<file path="src/rtl/bus_fabric_pkg.sv">
// Shared types and helpers for the slave bus fabric.
//   fabric_state_t : sequencing states of the fabric FSM
//   SIZE_LOG2_W    : width of one log2 window-size field
//   decode_hits    : raw (unprioritised) window hit vector for up to 8 slaves
package bus_fabric_pkg;

  typedef enum logic [1:0] {
    IDLE   = 2'd0,
    ACCESS = 2'd1,
    RESP   = 2'd2
  } fabric_state_t;

  localparam int SIZE_LOG2_W = 6;
  localparam int DEC_MAX_SLAVES = 8;
  localparam int DEC_ADDR_W = 64;

  // Arguments are zero-extended to fixed maximum widths so one helper serves
  // every parametrisation. Slave k hits when the address and base agree above
  // the window size bits.
  function automatic logic [DEC_MAX_SLAVES-1:0] decode_hits(
    input logic [DEC_ADDR_W-1:0]                  addr,
    input logic [DEC_MAX_SLAVES*DEC_ADDR_W-1:0]   bases,
    input logic [DEC_MAX_SLAVES*SIZE_LOG2_W-1:0]  sizes
  );
    logic [DEC_MAX_SLAVES-1:0] hits;
    for (int k = 0; k < DEC_MAX_SLAVES; k++) begin
      hits[k] = (addr >> sizes[k*SIZE_LOG2_W +: SIZE_LOG2_W]) ==
                (bases[k*DEC_ADDR_W +: DEC_ADDR_W] >> sizes[k*SIZE_LOG2_W +: SIZE_LOG2_W]);
    end
    return hits;
  endfunction

endpackage

</file>
<file path="src/rtl/bus_addr_decoder.sv">
// Combinational address decoder for the slave bus fabric.
// Ports:
//   addr_i    : master word address
//   hit_o     : one-hot selected slave (lowest index wins on overlap)
//   hit_any_o : address falls in at least one window
//   offset_o  : address minus the selected slave's base (0 when unmapped)
module bus_addr_decoder
  import bus_fabric_pkg::*;
#(
  parameter int                                  N_SLAVES        = 4,
  parameter int                                  ADDR_W          = 30,
  parameter logic [N_SLAVES*ADDR_W-1:0]          SLAVE_BASE      = '0,
  parameter logic [N_SLAVES*SIZE_LOG2_W-1:0]     SLAVE_SIZE_LOG2 = '0
) (
  input  logic [ADDR_W-1:0]   addr_i,
  output logic [N_SLAVES-1:0] hit_o,
  output logic                hit_any_o,
  output logic [ADDR_W-1:0]   offset_o
);

  logic [DEC_ADDR_W-1:0]                 addr_ext;
  logic [DEC_MAX_SLAVES*DEC_ADDR_W-1:0]  bases_ext;
  logic [DEC_MAX_SLAVES*SIZE_LOG2_W-1:0] sizes_ext;
  logic [DEC_MAX_SLAVES-1:0]             raw_hits;
  logic                                  found;

  always_comb begin
    addr_ext  = DEC_ADDR_W'(addr_i);
    bases_ext = '0;
    sizes_ext = '0;
    for (int k = 0; k < N_SLAVES; k++) begin
      bases_ext[k*DEC_ADDR_W +: DEC_ADDR_W]   = DEC_ADDR_W'(SLAVE_BASE[k*ADDR_W +: ADDR_W]);
      sizes_ext[k*SIZE_LOG2_W +: SIZE_LOG2_W] = SLAVE_SIZE_LOG2[k*SIZE_LOG2_W +: SIZE_LOG2_W];
    end
    raw_hits = decode_hits(addr_ext, bases_ext, sizes_ext);

    // Priority pick: only slots below N_SLAVES are real windows.
    hit_o    = '0;
    offset_o = '0;
    found    = 1'b0;
    for (int k = 0; k < N_SLAVES; k++) begin
      if (raw_hits[k] && !found) begin
        hit_o[k] = 1'b1;
        offset_o = addr_i - SLAVE_BASE[k*ADDR_W +: ADDR_W];
        found    = 1'b1;
      end
    end
    hit_any_o = found;
  end

endmodule

</file>
<file path="src/rtl/slave_bus_fabric.sv">
// N-slave memory bus fabric: decodes master word addresses onto slave windows,
// issues a one-cycle request strobe, waits for the selected slave's response
// (bounded by TIMEOUT) and returns a one-cycle response to the master. Unmapped
// accesses and timeouts answer with err=1, rdata=0.
// Ports:
//   clk, rst                  : clock, synchronous active-high reset
//   m_req_*/m_addr_i/m_we_i/m_wdata_i/m_mask_byte_i : master request side
//   m_resp_valid_o/m_rdata_o/m_resp_err_o            : master response side
//   s_req_o (one-hot), s_we_o, s_addr_o (window offset), s_wdata_o, s_mask_byte_o
//   s_resp_valid_i, s_rdata_i : per-slave responses, slave 0 in LSBs
// Optional build macro BUS_FABRIC_ERR_CAPTURE_EN adds sticky error capture:
//   err_addr_o, err_kind_o (0=unmapped, 1=timeout), err_clr_i.
//
// state  | meaning
// IDLE   | ready for a request
// ACCESS | request issued, waiting for selected slave or timeout
// RESP   | result captured; response pulse is driven next cycle
module slave_bus_fabric
  import bus_fabric_pkg::*;
#(
  parameter int                              N_SLAVES        = 4,
  parameter int                              ADDR_W          = 30,
  parameter int                              DATA_W          = 32,
  parameter logic [N_SLAVES*ADDR_W-1:0]      SLAVE_BASE      = '0,
  parameter logic [N_SLAVES*SIZE_LOG2_W-1:0] SLAVE_SIZE_LOG2 = '0,
  parameter int                              TIMEOUT         = 255
) (
  input  logic                       clk,
  input  logic                       rst,
  input  logic                       m_req_valid_i,
  output logic                       m_req_ready_o,
  input  logic [ADDR_W-1:0]          m_addr_i,
  input  logic                       m_we_i,
  input  logic [DATA_W-1:0]          m_wdata_i,
  input  logic [DATA_W/8-1:0]        m_mask_byte_i,
  output logic                       m_resp_valid_o,
  output logic [DATA_W-1:0]          m_rdata_o,
  output logic                       m_resp_err_o,
  output logic [N_SLAVES-1:0]        s_req_o,
  output logic                       s_we_o,
  output logic [ADDR_W-1:0]          s_addr_o,
  output logic [DATA_W-1:0]          s_wdata_o,
  output logic [DATA_W/8-1:0]        s_mask_byte_o,
  input  logic [N_SLAVES-1:0]        s_resp_valid_i,
  input  logic [N_SLAVES*DATA_W-1:0] s_rdata_i
`ifdef BUS_FABRIC_ERR_CAPTURE_EN
  ,
  output logic [ADDR_W-1:0]          err_addr_o,
  output logic                       err_kind_o,
  input  logic                       err_clr_i
`endif
);

  localparam int MASK_W = DATA_W / 8;
  localparam int CNT_W  = $clog2(TIMEOUT + 1);
  localparam logic [CNT_W-1:0] TIMEOUT_C = CNT_W'(TIMEOUT);

  fabric_state_t       state_q, state_d;
  logic [N_SLAVES-1:0] sel_q, sel_d;
  logic                we_q, we_d;
  logic [ADDR_W-1:0]   offset_q, offset_d;
  logic [DATA_W-1:0]   wdata_q, wdata_d;
  logic [MASK_W-1:0]   mask_q, mask_d;
  logic [N_SLAVES-1:0] s_req_q, s_req_d;
  logic [CNT_W-1:0]    cnt_q, cnt_d;
  logic [DATA_W-1:0]   cap_data_q, cap_data_d;
  logic                cap_err_q, cap_err_d;
  logic                resp_valid_q, resp_valid_d;
  logic [DATA_W-1:0]   rdata_q, rdata_d;
  logic                err_q, err_d;

  logic [N_SLAVES-1:0] dec_hit;
  logic                dec_hit_any;
  logic [ADDR_W-1:0]   dec_offset;
  logic [DATA_W-1:0]   sel_rdata;
  logic                accept;
  logic                resp_hit;
  logic                timeout_hit;

  bus_addr_decoder #(
    .N_SLAVES        (N_SLAVES),
    .ADDR_W          (ADDR_W),
    .SLAVE_BASE      (SLAVE_BASE),
    .SLAVE_SIZE_LOG2 (SLAVE_SIZE_LOG2)
  ) u_dec (
    .addr_i    (m_addr_i),
    .hit_o     (dec_hit),
    .hit_any_o (dec_hit_any),
    .offset_o  (dec_offset)
  );

  // The response pulse is registered, so ready is also held low during it to
  // keep a new accept from overlapping the previous response.
  assign m_req_ready_o = (state_q == IDLE) && !resp_valid_q;
  assign accept        = m_req_valid_i && m_req_ready_o;
  assign resp_hit      = (state_q == ACCESS) && |(s_resp_valid_i & sel_q);
  assign timeout_hit   = (state_q == ACCESS) && !resp_hit && (cnt_q == TIMEOUT_C);

  always_comb begin
    sel_rdata = '0;
    for (int k = 0; k < N_SLAVES; k++) begin
      if (sel_q[k]) sel_rdata = sel_rdata | s_rdata_i[k*DATA_W +: DATA_W];
    end
  end

  always_comb begin
    state_d      = state_q;
    sel_d        = sel_q;
    we_d         = we_q;
    offset_d     = offset_q;
    wdata_d      = wdata_q;
    mask_d       = mask_q;
    s_req_d      = '0;
    cnt_d        = cnt_q;
    cap_data_d   = cap_data_q;
    cap_err_d    = cap_err_q;
    resp_valid_d = 1'b0;
    rdata_d      = '0;
    err_d        = 1'b0;

    unique case (state_q)
      IDLE: begin
        if (accept) begin
          sel_d    = dec_hit;
          we_d     = m_we_i;
          offset_d = dec_offset;
          wdata_d  = m_wdata_i;
          mask_d   = m_mask_byte_i;
          cnt_d    = '0;
          if (dec_hit_any) begin
            s_req_d = dec_hit;
            state_d = ACCESS;
          end else begin
            cap_data_d = '0;
            cap_err_d  = 1'b1;
            state_d    = RESP;
          end
        end
      end
      ACCESS: begin
        // Saturate rather than wrap; the timeout compare leaves ACCESS anyway.
        if (cnt_q != TIMEOUT_C) cnt_d = cnt_q + 1'b1;
        if (resp_hit) begin
          cap_data_d = sel_rdata;
          cap_err_d  = 1'b0;
          state_d    = RESP;
        end else if (timeout_hit) begin
          cap_data_d = '0;
          cap_err_d  = 1'b1;
          state_d    = RESP;
        end
      end
      RESP: begin
        resp_valid_d = 1'b1;
        rdata_d      = cap_data_q;
        err_d        = cap_err_q;
        cnt_d        = '0;
        state_d      = IDLE;
      end
      default: state_d = IDLE;
    endcase
  end

  always_ff @(posedge clk) begin
    if (rst) begin
      state_q      <= IDLE;
      sel_q        <= '0;
      we_q         <= 1'b0;
      offset_q     <= '0;
      wdata_q      <= '0;
      mask_q       <= '0;
      s_req_q      <= '0;
      cnt_q        <= '0;
      cap_data_q   <= '0;
      cap_err_q    <= 1'b0;
      resp_valid_q <= 1'b0;
      rdata_q      <= '0;
      err_q        <= 1'b0;
    end else begin
      state_q      <= state_d;
      sel_q        <= sel_d;
      we_q         <= we_d;
      offset_q     <= offset_d;
      wdata_q      <= wdata_d;
      mask_q       <= mask_d;
      s_req_q      <= s_req_d;
      cnt_q        <= cnt_d;
      cap_data_q   <= cap_data_d;
      cap_err_q    <= cap_err_d;
      resp_valid_q <= resp_valid_d;
      rdata_q      <= rdata_d;
      err_q        <= err_d;
    end
  end

  assign m_resp_valid_o = resp_valid_q;
  assign m_rdata_o      = rdata_q;
  assign m_resp_err_o   = err_q;
  assign s_req_o        = s_req_q;
  assign s_we_o         = we_q;
  assign s_addr_o       = offset_q;
  assign s_wdata_o      = wdata_q;
  assign s_mask_byte_o  = mask_q;

`ifdef BUS_FABRIC_ERR_CAPTURE_EN
  logic [ADDR_W-1:0] addr_q, addr_d;
  logic [ADDR_W-1:0] err_addr_q, err_addr_d;
  logic              err_kind_q, err_kind_d;
  logic              err_held_q, err_held_d;
  logic              unmapped_evt;

  assign unmapped_evt = (state_q == IDLE) && accept && !dec_hit_any;

  always_comb begin
    addr_d     = accept ? m_addr_i : addr_q;
    err_addr_d = err_addr_q;
    err_kind_d = err_kind_q;
    err_held_d = err_held_q;
    if (err_clr_i) begin
      err_addr_d = '0;
      err_kind_d = 1'b0;
      err_held_d = 1'b0;
    end
    // A clear in the same cycle as a new error still lets the error in.
    if ((unmapped_evt || timeout_hit) && (!err_held_q || err_clr_i)) begin
      err_addr_d = unmapped_evt ? m_addr_i : addr_q;
      err_kind_d = timeout_hit;
      err_held_d = 1'b1;
    end
  end

  always_ff @(posedge clk) begin
    if (rst) begin
      addr_q     <= '0;
      err_addr_q <= '0;
      err_kind_q <= 1'b0;
      err_held_q <= 1'b0;
    end else begin
      addr_q     <= addr_d;
      err_addr_q <= err_addr_d;
      err_kind_q <= err_kind_d;
      err_held_q <= err_held_d;
    end
  end

  assign err_addr_o = err_addr_q;
  assign err_kind_o = err_kind_q;
`endif

endmodule

</file>
<file path="config.mk">
export PLATFORM = sky130hd
export DESIGN_NAME = slave_bus_fabric
export DESIGN_NICKNAME = d
export VERILOG_FILES = /design/src/rtl/bus_fabric_pkg.sv /design/src/rtl/bus_addr_decoder.sv /design/src/rtl/slave_bus_fabric.sv
export SDC_FILE = /design/constraint.sdc
export NUM_CORES = 1
export LEC_CHECK = 0
export ABC_AREA = 1
export BUFFER_PORTS_ARGS = -buffer_cell sky130_fd_sc_hd__buf_2
export CAP_MARGIN = 30
export CORE_AREA = 2 2 159 83
export DETAILED_ROUTE_END_ITERATION = 8
export DIE_AREA = 0 0 161 85
export GPL_TIMING_DRIVEN = 0
export HOLD_SLACK_MARGIN = 0.15
export PLACE_DENSITY = 0.8
export SLEW_MARGIN = 20
export SYNTH_ARGS = -nofsm -noshare
export SYNTH_HDL_FRONTEND = slang
export SYNTH_SLANG_ARGS = --single-unit
</file>
<file path="constraint.sdc">
create_clock -name clk -period 2.62 [get_ports clk]
set_clock_uncertainty 0.15 [all_clocks]
set_input_delay 0.262 -clock clk [delete_from_list [all_inputs] [get_ports clk]]
set_output_delay 0.262 -clock clk [all_outputs]
set_load 0.02 [all_outputs]
</file>
==> results.yml <==
status:
  status: "finished clean"
flow_run:
  maxCapViolations: 0
logic_synthesis:
  synth_xor_area_share_pct: 0.164
  synth_top_family_by_area: "simple AND/OR/NAND/NOR gates"
  yosysUniqueCellTypes: 29
  post_synth_fa_ha_maj_area_fraction_pct: 0.234
  synthMuxAreaShare_pct: 0
  synth_area_per_cell_um2: 7.48
  syn_area_um2: 5340
  yosys.area_share.simple_pct: 27.3
  synth_seq_cells: 146
  yosysWarnings: 0
  syn-instance-count: 714
  ys_seq_area_share_pct: 54.7
  synth_compound_area_share_pct: 7.12
place:
  port_buffers: 204
  hpwl_mm: 10.8
  place_area_um2: 6580
  place_congestion: 0.866
  pre_cts_ws_ns: 0.414
clock_tree:
  clockBufferDepth: 2
  clk_latency_ns: 0.40
  cts_max_level: 4
  clock_sinks: 146
  cts-root-buf: "clkbuf_16"
  clkTransAtPathRegs_ns: 0.06
  cts_buffers: 17
  cts_setup_buffers: 0
  cts_tree: "done"
grt:
  grt_pass1_vias: 5142
  grt_start_max_net_pins: 17
  gr-usage-all-layers_pct: 22.9
  antenna_found_initial: 0
  grt_first_pass_wirelength_mm: 24.9
  grt_overflow: 0
layout:
  final_nets: 1217
  final_cell_area_um2: 7940
  utilization_pct: 64.4
  n_antenna_cell: 0
  drive_gt1_share_pct: 25.0
  synthToLayoutAreaGrowth_pct: 48.7
setup_path:
  critPathKind: "flop to flop"
  arrival_ns: 2.43
  rr_endpoint: "cap_data_q[16]$_SDFFE_PP0P_"
  cp-end-kind: "flop"
  startpoint_type: "flop"
  cp_max_fo: 10
  r2r_cells: 11
  critPathRequiredTime_ns: 2.76
  r2r_setup_slack_ns: 0.34
  r2r-start: "cnt_q[0]$_SDFFE_PP0P_"
floorplanning:
  rows: 29
  core_um2: 12300
  start_util_pct: 43.3
  ios: 308
  die-area_um2: 13700
  die_x_um: 161
  die_h_um: 85
sta:
  timing.fmax_ghz: 0.438
  rsz0062_at_grt: "false"
  worstMarginPinSlew_ns: 0.650
  finalSetupTns_ns: 0
  fin_ws_ns: 0.339
  setup_viol: 0
  max-slew-margin-rel_pct: 56.6
  period_needed_ns: 2.28
  slew_violations: 0
  finalHoldViolations: 0
  min_period_over_period_pct: 87.1
drt:
  dr.pass1.iters: 6
  wl_per_cell_um: 13.0
  dr_total_vias: 5497
  drtIter0Drc: 340
  ant_nets: 0
  drcViolationCount: 0
  viasPerCell: 4.59
  wl_mm: 15.6
hold_path:
  hold_class: "input pin to flop"
  min_to: "s_req_o[0]$_SDFF_PP0_"
  holdPathStages: 6
  holdCritStartpoint: "m_addr_i[2]"
power:
  p_leak_uw: 0.00407
  p_per_area_nw_per_um2: 974
  peakVddDrop_mv: 0.472
worst max-delay path by stage:
stage | from | end | slack [ns] | depth (start not counted)
finish | cnt_q[0]$_SDFFE_PP0P_ | cap_data_q[16]$_SDFFE_PP0P_ | 0.34 | 11
global route | cnt_q[0]$_SDFFE_PP0P_ | cap_data_q[16]$_SDFFE_PP0P_ | 0.15 | 11
CTS | cnt_q[0]$_SDFFE_PP0P_ | cap_data_q[16]$_SDFFE_PP0P_ | 0.38 | 11
detailed placement | cnt_q[0]$_SDFFE_PP0P_ | cap_data_q[16]$_SDFFE_PP0P_ | 0.41 | 11
global placement | cnt_q[0]$_SDFFE_PP0P_ | cap_data_q[16]$_SDFFE_PP0P_ | 0.42 | 11
floorplan | cnt_q[0]$_SDFFE_PP0P_ | cap_data_q[0]$_SDFFE_PP0P_ | 0.76 | 11
layer usage:
| metal | track usage (%) | wire, um |
|---|---|---|
| met1 | 31.4 | 7510 |
| met2 | 36.2 | 6740 |
| met3 | 5.23 | 1130 |
| met4 | 7.14 | 195 |
| met5 | 0 | 0 |
metrics by stage:
step	instances	total power [uW]	hold WS, ns
2_1_floorplan	716	4500	0.256
3_3_place_gp	1090	5120	0.264
3_5_place_dp	1090	5170	0.266
4_1_cts	1197	7740	0.171
5_1_grt	1197	8240	0.221
6_report	1197	7730	0.178
state kept, by name, indices dropped and copies added, names as in the netlist, 2 cells and up:
name / count
cap_data_q: 32
s_mask_byte_o: 4
s_addr_o: 30
state_q: 2
s_wdata_o: 32
cnt_q: 8
m_rdata_o: 32
power by group:
| part | leakage [uW] | internal, uW | total, uW | switching (uW) |
|---|---|---|---|---|
| Combinational | 0.00259 | 948 | 2560 | 1610 |
| Sequential | 0.00119 | 2540 | 2700 | 157 |
| Clock | 0.000293 | 1460 | 2470 | 1010 |
| Total | 0.00407 | 4950 | 7730 | 2780 |
cell families (layout without fill, tap and decap cells):
kind of cell / Yosys count / after routing
compound gates: 74 / 74
other cells: 1 / 3
fa+ha+maj: 1 / 1
flops: 146 / 146
xor+xnor: 1 / 1
simple gates: 356 / 356
buf+inv: 135 / 446
synth_stat cells:
| library cell | n | share of area, % |
|---|---|---|
| nand3b_1 | 1 | 0.14 |
| nand2_2 | 2 | 0.23 |
| a31oi_1 | 1 | 0.12 |
| buf_6 | 3 | 0.63 |
| conb_1 | 1 | 0.070 |
| ha_1 | 1 | 0.23 |
| nor3b_1 | 1 | 0.14 |
| buf_4 | 4 | 0.56 |
| a32oi_1 | 1 | 0.16 |
| and2_1 | 2 | 0.23 |
| clkbuf_1 | 25 | 1.8 |
| buf_2 | 8 | 0.75 |
| a21oi_1 | 66 | 6.2 |
| nor2_1 | 111 | 7.8 |
| or2_2 | 1 | 0.12 |
| nand2_1 | 168 | 12 |
| nand3_2 | 1 | 0.19 |
| o21ai_0 | 4 | 0.37 |
| a211oi_1 | 1 | 0.14 |
| a21o_1 | 1 | 0.14 |
| nor2_2 | 1 | 0.12 |
| nand3_1 | 64 | 6.0 |
| nor2_4 | 1 | 0.21 |
| nor3_1 | 2 | 0.19 |
| inv_1 | 93 | 6.5 |
| dfxtp_1 | 146 | 55 |
| buf_1 | 2 | 0.14 |
| xnor2_1 | 1 | 0.16 |
| nand4_1 | 1 | 0.12 |
worst max-delay path, cell delays in order (launching register included):
cell	delay (ns)
dfxtp_1	0.43
ha_1	0.23
nand2_1	0.09
nor2_1	0.18
nand2_1	0.16
nand2_1	0.11
nand2_1	0.09
nor2_4	0.16
nand2_2	0.17
buf_4	0.23
nor2_1	0.12
nor2_1	0.06
final cells by class:
class | count | area (um^2)
buffer | 42 | 205
fill | 1101 | 4400
clock inverter | 14 | 168
inverter | 93 | 349
tap | 170 | 213
sequential | 146 | 2920
multi-input combinational | 435 | 1870
timing repair buffer | 279 | 1770
clock buffer | 18 | 439
cells in the final DEF (no fill, tap or decap), types with 2 or more instances in the layout:
cell type and n:
clkbuf_16 17, nand2_1 168, buf_2 212, dfxtp_1 146
dlygate4sd3_1 75, clkbuf_1 25, buf_4 4, clkinv_4 2
conb_1 3, a21oi_1 66, inv_6 6, clkinvlp_4 2
buf_1 2, inv_1 93, buf_6 3, nand2_2 2
nor3_1 2, bufinv_16 2, inv_8 2, o21ai_0 4
nor2_1 111, nand3_1 64, and2_1 2
repair_timing:
action / in CTS / in global routing
hold endpoints to repair: 71 / 0
hold buffers: 75 / 0
resized for setup: 0 / 0
Power figures use the tool's default switching activity.
